===== config.mk =====
export PLATFORM = sky130hd
export DESIGN_NAME = gtech_cell2_exerciser
export DESIGN_NICKNAME = d
export VERILOG_FILES = /design/src/rtl/gtech_qual_pkg.sv /design/src/rtl/gtech_sat_counter.sv /design/src/rtl/gtech_cell2_exerciser.sv
export SDC_FILE = /design/constraint.sdc
export NUM_CORES = 1
export LEC_CHECK = 0
export ABC_AREA = 1
export CAP_MARGIN = 20
export CORE_MARGIN = 2
export CORE_UTILIZATION = 45
export DETAILED_ROUTE_END_ITERATION = 8
export PLACE_DENSITY = 0.66
export SLEW_MARGIN = 20
export SYNTH_ARGS = -nofsm -noshare
export SYNTH_HDL_FRONTEND = slang
export SYNTH_SLANG_ARGS = --single-unit

===== constraint.sdc =====
create_clock -name clk -period 2.4 [get_ports clk]
set_input_delay 0.6 -clock clk [delete_from_list [all_inputs] [get_ports clk]]
set_output_delay 0.6 -clock clk [all_outputs]
set_load 0.03 [all_outputs]

===== src/rtl/gtech_qual_pkg.sv =====
// Shared types and constants for the GTECH 2-input cell qualification harness.
// Holds the exerciser FSM state encoding and reference truth tables indexed by {A,B}.
package gtech_qual_pkg;

    typedef enum logic [1:0] {
        ST_IDLE   = 2'd0,
        ST_SETTLE = 2'd1,
        ST_SAMPLE = 2'd2,
        ST_DONE   = 2'd3
    } state_e;

    // Bit 3 is the expected Z for A=1,B=1; bit 0 for A=0,B=0.
    localparam logic [3:0] TRUTH_AND2  = 4'b1000;
    localparam logic [3:0] TRUTH_OR2   = 4'b1110;
    localparam logic [3:0] TRUTH_XOR2  = 4'b0110;
    localparam logic [3:0] TRUTH_NAND2 = 4'b0111;

    localparam int ERR_W = 8;

endpackage


===== src/rtl/gtech_sat_counter.sv =====
// Up-counter that sticks at all-ones instead of wrapping.
// Clear has priority over increment.
module gtech_sat_counter #(
    parameter int W = 8
) (
    input  logic         clk,
    input  logic         rst_n,
    input  logic         i_clr,
    input  logic         i_inc,
    output logic [W-1:0] o_q
);

    logic [W-1:0] r_q;

    always_ff @(posedge clk or negedge rst_n) begin
        if (!rst_n) begin
            r_q <= '0;
        end else if (i_clr) begin
            r_q <= '0;
        end else if (i_inc && (r_q != {W{1'b1}})) begin
            r_q <= r_q + 1'b1;
        end
    end

    assign o_q = r_q;

endmodule


===== src/rtl/gtech_cell2_exerciser.sv =====
// Drives a 2-input combinational cell through all {A,B} vectors for ITERATIONS sweeps,
// samples Z after SETTLE cycles and counts mismatches against TRUTH.
module gtech_cell2_exerciser
    import gtech_qual_pkg::*;
#(
    parameter logic [3:0] TRUTH      = TRUTH_AND2,
    parameter int         ITERATIONS = 16,
    parameter int         SETTLE     = 2
) (
    input  logic             clk,
    input  logic             rst_n,
    input  logic             start,
    output logic             cell_a,
    output logic             cell_b,
    input  logic             cell_z,
    output logic             busy,
    output logic             done,
    output logic             pass,
    output logic [ERR_W-1:0] err_count,
    output logic             first_fail_valid,
    output logic [1:0]       first_fail_vec
);

    localparam logic [9:0] LAST_SWEEP  = 10'(ITERATIONS - 1);
    localparam logic [3:0] SETTLE_LOAD = 4'(SETTLE - 1);

    state_e           r_state;
    state_e           w_state_next;
    logic             w_accept;
    logic             w_sample;
    logic             w_mismatch;
    logic [1:0]       r_vec;
    logic [9:0]       r_sweep;
    logic [3:0]       r_settle_cnt;
    logic             r_busy;
    logic             r_done;
    logic             r_pass;
    logic             r_ff_valid;
    logic [1:0]       r_ff_vec;
    logic [ERR_W-1:0] w_err_count;

    always_ff @(posedge clk or negedge rst_n) begin
        if (!rst_n) begin
            r_state <= ST_IDLE;
        end else begin
            r_state <= w_state_next;
        end
    end

    always_comb begin
        w_state_next = r_state;
        w_accept     = 1'b0;
        case (r_state)
            ST_IDLE, ST_DONE: begin
                if (start) begin
                    w_state_next = ST_SETTLE;
                    w_accept     = 1'b1;
                end
            end
            ST_SETTLE: begin
                if (r_settle_cnt == 4'd0) begin
                    w_state_next = ST_SAMPLE;
                end
            end
            ST_SAMPLE: begin
                if ((r_vec == 2'b11) && (r_sweep == LAST_SWEEP)) begin
                    w_state_next = ST_DONE;
                end else begin
                    w_state_next = ST_SETTLE;
                end
            end
            default: w_state_next = ST_IDLE;
        endcase
    end

    assign w_sample   = (r_state == ST_SAMPLE);
    assign w_mismatch = w_sample && (cell_z != TRUTH[r_vec]);

    // Vector, sweep and settle counters; the vector register is the cell drive itself.
    always_ff @(posedge clk or negedge rst_n) begin
        if (!rst_n) begin
            r_vec        <= 2'b00;
            r_sweep      <= '0;
            r_settle_cnt <= '0;
            r_ff_valid   <= 1'b0;
            r_ff_vec     <= 2'b00;
        end else if (w_accept) begin
            r_vec        <= 2'b00;
            r_sweep      <= '0;
            r_settle_cnt <= SETTLE_LOAD;
            r_ff_valid   <= 1'b0;
            r_ff_vec     <= 2'b00;
        end else if (w_sample) begin
            if (w_mismatch && !r_ff_valid) begin
                r_ff_valid <= 1'b1;
                r_ff_vec   <= r_vec;
            end
            if (w_state_next == ST_SETTLE) begin
                r_vec        <= r_vec + 2'd1;
                r_settle_cnt <= SETTLE_LOAD;
                if (r_vec == 2'b11) begin
                    r_sweep <= r_sweep + 10'd1;
                end
            end
        end else if ((r_state == ST_SETTLE) && (r_settle_cnt != 4'd0)) begin
            r_settle_cnt <= r_settle_cnt - 4'd1;
        end
    end

    // The final sample's mismatch is folded in directly so pass lands with done.
    always_ff @(posedge clk or negedge rst_n) begin
        if (!rst_n) begin
            r_busy <= 1'b0;
            r_done <= 1'b0;
            r_pass <= 1'b0;
        end else begin
            r_busy <= (w_state_next == ST_SETTLE) || (w_state_next == ST_SAMPLE);
            r_done <= (w_state_next == ST_DONE);
            if (w_state_next != ST_DONE) begin
                r_pass <= 1'b0;
            end else if (r_state == ST_SAMPLE) begin
                r_pass <= (w_err_count == '0) && !w_mismatch;
            end
        end
    end

    gtech_sat_counter #(
        .W(ERR_W)
    ) u_err_cnt (
        .clk   (clk),
        .rst_n (rst_n),
        .i_clr (w_accept),
        .i_inc (w_mismatch),
        .o_q   (w_err_count)
    );

    assign cell_a           = r_vec[1];
    assign cell_b           = r_vec[0];
    assign busy             = r_busy;
    assign done             = r_done;
    assign pass             = r_pass;
    assign err_count        = w_err_count;
    assign first_fail_valid = r_ff_valid;
    assign first_fail_vec   = r_ff_vec;

endmodule

==> flow_summary.ini, run 1 <==
[global_route]
grt.total_usage_pct = 19.86
grt-ovfl-total = 0
grt_max_degree = 33
grt_pass1_vias = 1438
antenna_found_initial = 0
grt_pass1_wl_mm = 6.831

[logic_synthesis]
synth_cells = 250
synth_top_area_share_pct = 42.64
synth_area_leaders = dfrtp_1, nand2_1, inv_1, ha_1, nand3_1
synth_area_um2 = 1878
seq_area_frac_synth_pct = 42.64
yosysTopAreaCell = dfrtp_1
yosys_register_bits = 32
synth_nets = 264
synth_cell_type_count = 27
yosys_warnings = 0
synth.avg_cell_area_um2 = 7.512

[clocking]
tritoncts = built
insertion_delay_ns = 0.28
clock-root-buffer = clkbuf_8
cts-htree-levels = 2
clk_path_buf_depth = 2
cts_buffers = 5
post_cts_buffers = 0
cts.sinks = 32
clk_pin_slew_ns = 0.07

[routing]
first_pass_iters = 4
antenna_left = 0
drt_iter0_drc = 91
wire_per_inst_um = 12.48
drcViolationCount = 0
routed-via-count = 1648
routed_wl_mm = 4.118
via_per_inst = 4.994

[critical_path]
cp-start-kind = register
critPathLaunch = r_state[0]
cp-endpoint = r_sweep[3]
cp_slowest_stage_delay_ns = 0.41
end_kind = register
cp_data_required_time_ns = 2.58
cp.arrival_ns = 2.39
ff2ff_setup_slack_ns = 0.19
reg2reg_from = r_state[0]
r2r_end = r_sweep[3]
path_cells = inv_1, ha_1, nand2_1, nor3_1, nand3_1, nand3_1, nand2_1, ha_1, inv_1, o21ai_4, o21ai_2, o21ai_1, and2_1
r2r_cells = 13
critPathKind = reg2reg
cpMaxStageDelayCell = dfrtp_1
crit_fanout = 9

[floorplan]
io_pins = 20
rows = 23
chipWidth_um = 68.60
coreArea_um2 = 4000
dieArea_um2 = 4706
die-height_um = 68.60
start_util_pct = 46.95

[placement]
gp_congestion = 0.8158
dp_hpwl_mm = 2.982
place_inst = 322
postPlaceCellArea_um2 = 2162
port_buffers = 19

[timing]
tightest_slew_ns = 0.4224
hold_viol_final = 0
fin_crit_ns = 2.213
fin_crit_sh_pct = 92.21
slew_headroom_pct = 71.84
setup_viol = 0
fmax_ghz = 0.4518
fin_skew_ns = 0.007202
drv_slew = 0

[layout]
multiInputGateArea_um2 = 915.9
drive_above_1_share_pct = 9.286
area_delta_synth_final_pct = 20.39
finalCoreUtilization_pct = 56.52
final_common_cell = nand2_1
fill_cells = 401
nets = 293
design_area_um2 = 2261
num_antenna_cells = 0
fin_cells = 330
layout_common_cells = nand2_1, inv_1, dfrtp_1, nand3_1, o21ai_0
register_area_um2 = 800.8

[power_and_ir_drop]
vdd_drop_max_uv = 756.1
power.total_mw = 2.687
p_per_area_nw_per_um2 = 1188
p_leak_nw = 1.035

[flow_run]
cap_violations = 0

[status]
status = complete, no violations

[min_path]
worst_hold_startpoint = r_settle_cnt[0]
hp-class = reg2reg
cell type report:
type | count | share of cell area, %
multi-input cells | 175 | 40.51
flip-flops and latches | 32 | 35.42
repair buffers | 26 | 10.74
inverters | 39 | 6.586
clock buffers | 8 | 3.985
well taps | 50 | 2.767
metrics by stage:
stage                     setup WS [ns]  hold WS (ns)  setup TNS (ns)
final                            0.1868        0.4947               0
after global routing          -0.007956        0.5471        -0.01691
after CTS                        0.2192        0.4965               0
after detailed placement        0.03017        0.4842               0
after global placement          0.07533        0.4747               0
after floorplan                  0.3566        0.3044               0
metal layers:
layer  share of wire (%)  track usage (%)  wire, µm  vias up
met1                  53            30.37      2174      745
met3                 4.7            5.195       194        5
li1                    -                -         -      869
met2                  41            26.56      1687       29
met5                   0                0         0        -
met4                 1.5            6.750        61        0
critical path, delay by kind of cell, from the launching register on:
family	cells	cell delay (ns)
AND/OR/NAND/NOR	6	0.70
buffers and inverters	2	0.17
flip-flops	1	0.41
adder cells (fa/ha/maj)	2	0.49
AO/OA/AOI/OAI	3	0.32
synth_stat cells (all sizes together):
| cell type | n |
|---|---|
| nand2 | 63 |
| inv | 39 |
| dfrtp | 32 |
| o21ai | 27 |
| nand3 | 23 |
| nor2 | 22 |
| nand4 | 11 |
| ha | 10 |
| a21oi | 7 |
| nor3 | 5 |
| buf | 3 |
| o31ai | 2 |
| a31oi | 1 |
| and2 | 1 |
| clkbuf | 1 |
| o211ai | 1 |
| o21a | 1 |
| or2 | 1 |
cell families after synthesis:
family	synth area share, %
simple gates	29.85
buf+inv	9.061
compound gates	11.79
flops	42.64
fa+ha+maj	6.662
sequential cells by signal (all words and copies together) (netlist names):
signal,count
busy,1
done,1
first_fail_valid,1
first_fail_vec,2
pass,1
r_settle_cnt,4
r_state,2
r_sweep,10
r_vec,2
u_err_cnt.o_q,8
report_power, final:
part / switching (mW) / internal [mW] / total (mW)
clock network: 0.203 / 0.234 / 0.437
logic: 0.913 / 0.513 / 1.43
registers: 0.124 / 0.700 / 0.824
total: 1.24 / 1.45 / 2.69
worst min-delay path by stage:
stage | end | cells past startpoint
after floorplan | busy | 0
after global placement | r_settle_cnt[1] | 2
after detailed placement | r_settle_cnt[0] | 1
after CTS | r_settle_cnt[0] | 1
after global routing | first_fail_vec[1] | 2
final | r_settle_cnt[0] | 1
repair_timing:
action / in CTS / in global routing
setup endpoints to repair: 0 / 4
hold buffers: 0 / 0
resized for setup: 0 / 2
Power figures use the tool's default switching activity.
==> run 2: changes to the inputs <==
Settings changed: DONT_BUFFER_PORTS from default to 1, PLACE_DENSITY 0.66 to default.
Clock period 2.4 ns to 2 ns, I/O delays scaled along.
==> run 2 against run 1 <==
Effect of this change: global-route usage rose by 0.87 points; largest cell class unchanged; routed wire length rose by 9.1%; flip-flop and latch count did not move; worst hold slack got worse by 0.46 ns; critical path type unchanged; sequential share of layout area fell by 2.4 points; final area rose by 7.5%.
==> flow_summary.ini, run 2 (same netlist as run 1, synthesis figures left out) <==
[layout]
layout_common_cells = nand2_1, inv_1, dfrtp_1, buf_4, nand3_1
final_common_cell = nand2_1
finalCoreUtilization_pct = 60.78
drive_above_1_share_pct = 26.74
design_area_um2 = 2431
area_delta_synth_final_pct = 29.45
largest_reg_flops = 10
top_register = r_sweep
nets = 301
num_antenna_cells = 0

[critical_path]
r2r_cells = 13
cp_slowest_stage_delay_ns = 0.43
cp-endpoint = r_sweep[4]
critPathLaunch = r_state[1]
cpMostUsedCell = inv_2
path_cells = inv_2, ha_4, inv_2, nor2_4, nand2_2, a31oi_4, ha_4, inv_2, o21ai_4, o21ai_4, buf_6, nand2_1, o21ai_0
crit_fanout = 4
cp-start-kind = register
cp.arrival_ns = 2.09
reg2reg_from = r_state[1]
end_kind = register
cp_data_required_time_ns = 2.17
ff2ff_setup_slack_ns = 0.09
critPathKind = reg2reg
cpMaxStageDelayCell = dfrtp_1
r2r_end = r_sweep[4]

[routing]
drcViolationCount = 0
routedLengthMet1_mm = 2.040
antenna_left = 0
drt_iter0_drc = 84
highest-signal-layer = met4
routed_wl_mm = 4.494
first_pass_iters = 4
wl_met2_mm = 2.114
wire_per_inst_um = 13.30
wl_met3_um = 265
via_per_inst = 5.050
routed-via-count = 1707

[timing]
tightest_slew_ns = 0.4330
tns_ns = 0
rsz0062_at_grt = true
slew_headroom_pct = 71.14
drv_slew = 0
holdWs_ns = 0.03141
hold_viol_final = 0
fin_skew_ns = 0.009392
fin_crit_sh_pct = 95.58
setup_viol = 0
fmax_ghz = 0.5231
fin_crit_ns = 1.912

[global_route]
grt_pass1_vias = 1529
antenna_found_initial = 0
grt_max_degree = 33
grt.total_usage_pct = 20.73
grt-ovfl-total = 0
grt_pass1_wl_mm = 7.162

[floorplan]
start_util_pct = 46.95
die-height_um = 68.60
io_pins = 20
dieArea_um2 = 4706
rows = 23
coreArea_um2 = 4000
chipWidth_um = 68.60

[status]
status = complete, no violations

[clocking]
clk_path_buf_depth = 2
tritoncts = built
clock-root-buffer = clkbuf_8
cts-htree-levels = 2
clk_pin_slew_ns = 0.07
insertion_delay_ns = 0.29
cts_buffers = 5
cts.sinks = 32

[power_and_ir_drop]
p_leak_nw = 1.124
p_per_area_nw_per_um2 = 1579
vdd_drop_max_uv = 938.1

[placement]
postPlaceCellArea_um2 = 2147
gp_congestion = 0.9066
dp_hpwl_mm = 3.050
port_buffers = 0

[flow_run]
cap_violations = 0

[min_path]
hp-class = in2async
-- run 2: layout make-up --
class / count / area (µm²)
Clock inverter: 3 / 42.54
Inverter: 39 / 151.4
Sequential cell: 32 / 803.3
Tap cell: 50 / 62.56
Multi-Input combinational cell: 175 / 1023
Clock buffer: 5 / 68.82
Fill cell: 329 / 1569
Timing Repair Buffer: 34 / 279.0
-- run 2: worst min-delay path by stage --
stage               startpoint  cells after the start               end  slack, ns
floorplan                rst_n                      0              busy       0.20
global placement         rst_n                      0        r_sweep[2]       0.21
detailed placement       rst_n                      0  u_err_cnt.o_q[5]       0.21
CTS                      rst_n                      1  u_err_cnt.o_q[7]       0.03
global route             rst_n                      1  u_err_cnt.o_q[7]       0.04
finish                   rst_n                      1  u_err_cnt.o_q[7]       0.03
-- run 2: layer usage --
metal  GRT usage, %  up-vias
li1               -      889
met1          27.05      775
met2          31.37       34
met3          8.117        9
met4          6.750        0
met5              0        -
-- run 2: stage by stage --
step                power (mW)  std cells  setup slack [ns]
floorplan                2.143        250           0.04618
global placement         2.754        326           0.01620
detailed placement       2.783        326          -0.06770
CTS                      3.479        335           0.02796
global route             4.141        338          -0.04268
finish                   3.838        338           0.08832
-- run 2: worst max-delay path: cells and delay by family, from the launching register on --
| kind | cells | cell delay (ns) |
|---|---|---|
| AO/OA/AOI/OAI | 4 | 0.53 |
| adder cells (fa/ha/maj) | 2 | 0.32 |
| buffers and inverters | 4 | 0.33 |
| flip-flops | 1 | 0.43 |
| AND/OR/NAND/NOR | 3 | 0.20 |
-- run 2: what timing repair did --
| item | in CTS | in global routing |
|---|---|---|
| pin swaps | 0 | 8 |
| resized for setup | 3 | 32 |
| buffers inserted | 0 | 3 |
| hold buffers | 1 | 0 |
| endpoints found under the setup margin | 8 | 16 |
| endpoints found under the hold margin | 32 | 0 |
-- run 2: where the power goes --
| part | internal, mW | switching [mW] |
|---|---|---|
| clock | 0.368 | 0.257 |
| sequential | 0.842 | 0.237 |
| combinational | 0.901 | 1.23 |
| total | 2.11 | 1.73 |
==> run 3: changes to the inputs <==
Settings changed: ABC_AREA 1 to 0, GPL_TIMING_DRIVEN from default to 0.
==> run 3 against run 2 <==
Effect of this change: the run now ends with setup timing left; utilization is 5.2 points higher; critical path depth fell by 2; final area grew 0.82%; global-route usage grew 1.2 points; combinational power shrank 24%; first-iteration DRC count is 14% higher; total power shrank 16%; sequential power fell by 9%; via count fell by 11%; routed wire length shrank 0.80%; critical endpoint is now r_sweep[9]; largest power group unchanged.
==> flow_summary.ini, run 3 <==
[timing]
hold_viol_final = 0
setup_viol = 14
drv_slew = 0
holdWs_ns = 0.03715
slew_headroom_pct = 60.08
fin_crit_ns = 2.190
fin_skew_ns = 0.005520
fmax_ghz = 0.4566
fin_crit_sh_pct = 109.5
tns_ns = -1.068
rsz0062_at_grt = true
setup_slack_ns = -0.1902
tightest_slew_ns = 0.5988

[critical_path]
cp_slowest_stage_delay_ns = 0.39
cp.arrival_ns = 2.34
cpMostUsedCell = ha_4
crit_fanout = 5
critical_path.top_delay_family = simple AND/OR/NAND/NOR gates
cp-start-kind = register
end_kind = register
critPathKind = reg2reg
cp_data_required_time_ns = 2.15
path_cells = inv_2, ha_4, nor3b_4, nand3b_1, a22oi_2, ha_4, nand3_4, buf_8, nor4_4, xnor2_1, nor2_1
cpMaxStageDelayCell = dfrtp_1
path_buf_inv = 2

[routing]
drt_iter0_drc = 96
routed-via-count = 1512
first_pass_iters = 4
drcViolationCount = 0
routed_wl_mm = 4.458
wire_per_inst_um = 16.63
antenna_left = 0
via_per_inst = 5.642

[layout]
area_delta_synth_final_pct = 38.94
drive_above_1_share_pct = 34.55
top_register = r_sweep
design_area_um2 = 2451
final_common_cell = dfrtp_1
finalCoreUtilization_pct = 65.96
largest_reg_flops = 10
layout_common_cells = dfrtp_1, nor2_1, buf_4, nand2_1, nand3_1
fin_cells = 268
nets = 233
num_antenna_cells = 0

[global_route]
grt_pass1_vias = 1546
grt_pass1_wl_mm = 7.314
grt-ovfl-total = 0
grt_max_degree = 33
antenna_found_initial = 0
grt.total_usage_pct = 21.92

[power_and_ir_drop]
p_switching_mw = 1.298
power.total_mw = 3.222
seqPwrFrac_pct = 30.5
power_frac_comb_pct = 50.1
clkPwrFrac_pct = 19.4
p_leak_nw = 1.083
p_int_mw = 1.924
p_per_area_nw_per_um2 = 1314
vdd_drop_max_uv = 545.8
sw_frac_of_total_pct = 40.29

[logic_synthesis]
synth_top_area_share_pct = 45.39
synth_edf_count = 0
post-synth-top-count-cell = dfrtp_1
yosysTopAreaCell = dfrtp_1
synth.avg_cell_area_um2 = 9.434
synth_cell_type_count = 39
synth-compound-area-share_pct = 11.28
seq_area_frac_synth_pct = 45.39
synth_nets = 201
synth_common_cells = dfrtp_1, nor2_1, nand2_1, nand3_1, ha_1
yosys_register_bits = 32
synth_mux_area_share_pct = 2.908
ys_async_sr_fraction_pct = 100.0
synth_area_leaders = dfrtp_1, ha_1, nor2_1, nand2_1, nand3_1
synthAdderAreaFrac_pct = 7.092
synth_area_um2 = 1764
yosys_warnings = 0
synth_top_family_by_area = simple AND/OR/NAND/NOR gates
synth_top_flop_cell = dfrtp_1
synth_xor_area_share_pct = 5.390
yosys.area_share.simple_pct = 24.40
synth_cells = 187

[clocking]
cts_buffers = 5
cts-htree-levels = 2
clock-root-buffer = clkbuf_8
clk_path_buf_depth = 2
insertion_delay_ns = 0.29
clk_pin_slew_ns = 0.07
cts.sinks = 32
tritoncts = built

[placement]
dp_hpwl_mm = 2.659
gp_congestion = 0.8137
post-place-ws_ns = -0.4449
place_inst = 235
postPlaceCellArea_um2 = 1904
port_buffers = 0

[min_path]
hp-class = in2async

[floorplan]
die-height_um = 66.62
dieArea_um2 = 4438
chipWidth_um = 66.62
io_pins = 20
coreArea_um2 = 3716
start_util_pct = 47.47
rows = 22

[status]
violations = setup timing
status = finished with violations

[flow_run]
cap_violations = 0
## run 3: changes by cell type in the layout (fill, tap and decap cells not counted), sizes merged, moves of 4 or more
cell,previous run,this run
nand2,63,15
inv,39,9
o21ai,27,4
nand3,23,12
nand4,11,4
nor4,0,6
xnor2,0,6
buf,34,29
a211oi,0,4
mux2i,0,4
nand2b,0,4
or3,0,4
xor2,0,4
## run 3: logic make-up (layout without fill, tap and decap cells)
kind of cell / count (synthesis) / count (layout)
AND/OR/NAND/NOR: 84 / 84
flip-flops: 32 / 32
AO/OA/AOI/OAI: 30 / 30
buffers and inverters: 16 / 49
adder cells (fa/ha/maj): 10 / 10
XOR/XNOR: 10 / 10
multiplexers: 5 / 5
## run 3: layer usage
| metal | part of all wire [%] | wire length [µm] | track usage, % |
|---|---|---|---|
| met3 | 3.5 | 156 | 5.236 |
| met5 | 0 | 0 | 0 |
| met1 | 42 | 1855 | 25.50 |
| met2 | 53 | 2384 | 38.88 |
| met4 | 1.4 | 61 | 7.908 |
## run 3: path summary, 6_finish.rpt
check,depth (start not counted),to,slack [ns],from
worst min register to register,2,r_sweep[9],0.58,r_sweep[9]
min in group clk,2,r_state[1],0.47,start
worst min-delay path,1,first_fail_valid,0.04,rst_n
worst max-delay path,11,r_sweep[9],-0.19,r_settle_cnt[0]
worst max register to register,11,r_sweep[9],-0.19,r_settle_cnt[0]
max in group asynchronous,1,r_vec[1],1.78,rst_n
## run 3: what timing repair did
item | CTS | global route
hold buffers | 1 | 0
gates resized for setup | 34 | 20
pin swaps | 16 | 14
endpoints found under the setup margin | 16 | 21
endpoints found under the hold margin | 32 | 0
gates cloned | 1 | 0
setup buffers | 17 | 11
## run 3: layout make-up
| class | count | area (µm²) |
|---|---|---|
| buffer | 5 | 41.29 |
| clock buffer | 5 | 68.82 |
| clock inverter | 3 | 42.54 |
| fill | 302 | 1265 |
| inverter | 9 | 33.78 |
| multi-input combinational | 139 | 1164 |
| sequential | 32 | 803.3 |
| tap | 48 | 60.06 |
| timing repair buffer | 27 | 237.7 |
## run 3: power by group through the flow
| stage | Clock (mW) | Sequential, mW | Combinational [mW] |
|---|---|---|---|
| after floorplan | 0 | 0.967 | 0.774 |
| after global placement | 0 | 0.990 | 0.951 |
| after detailed placement | 0 | 0.994 | 0.981 |
| after CTS | 0.635 | 0.971 | 1.39 |
| after global routing | 0.658 | 0.998 | 1.75 |
| final | 0.625 | 0.984 | 1.61 |
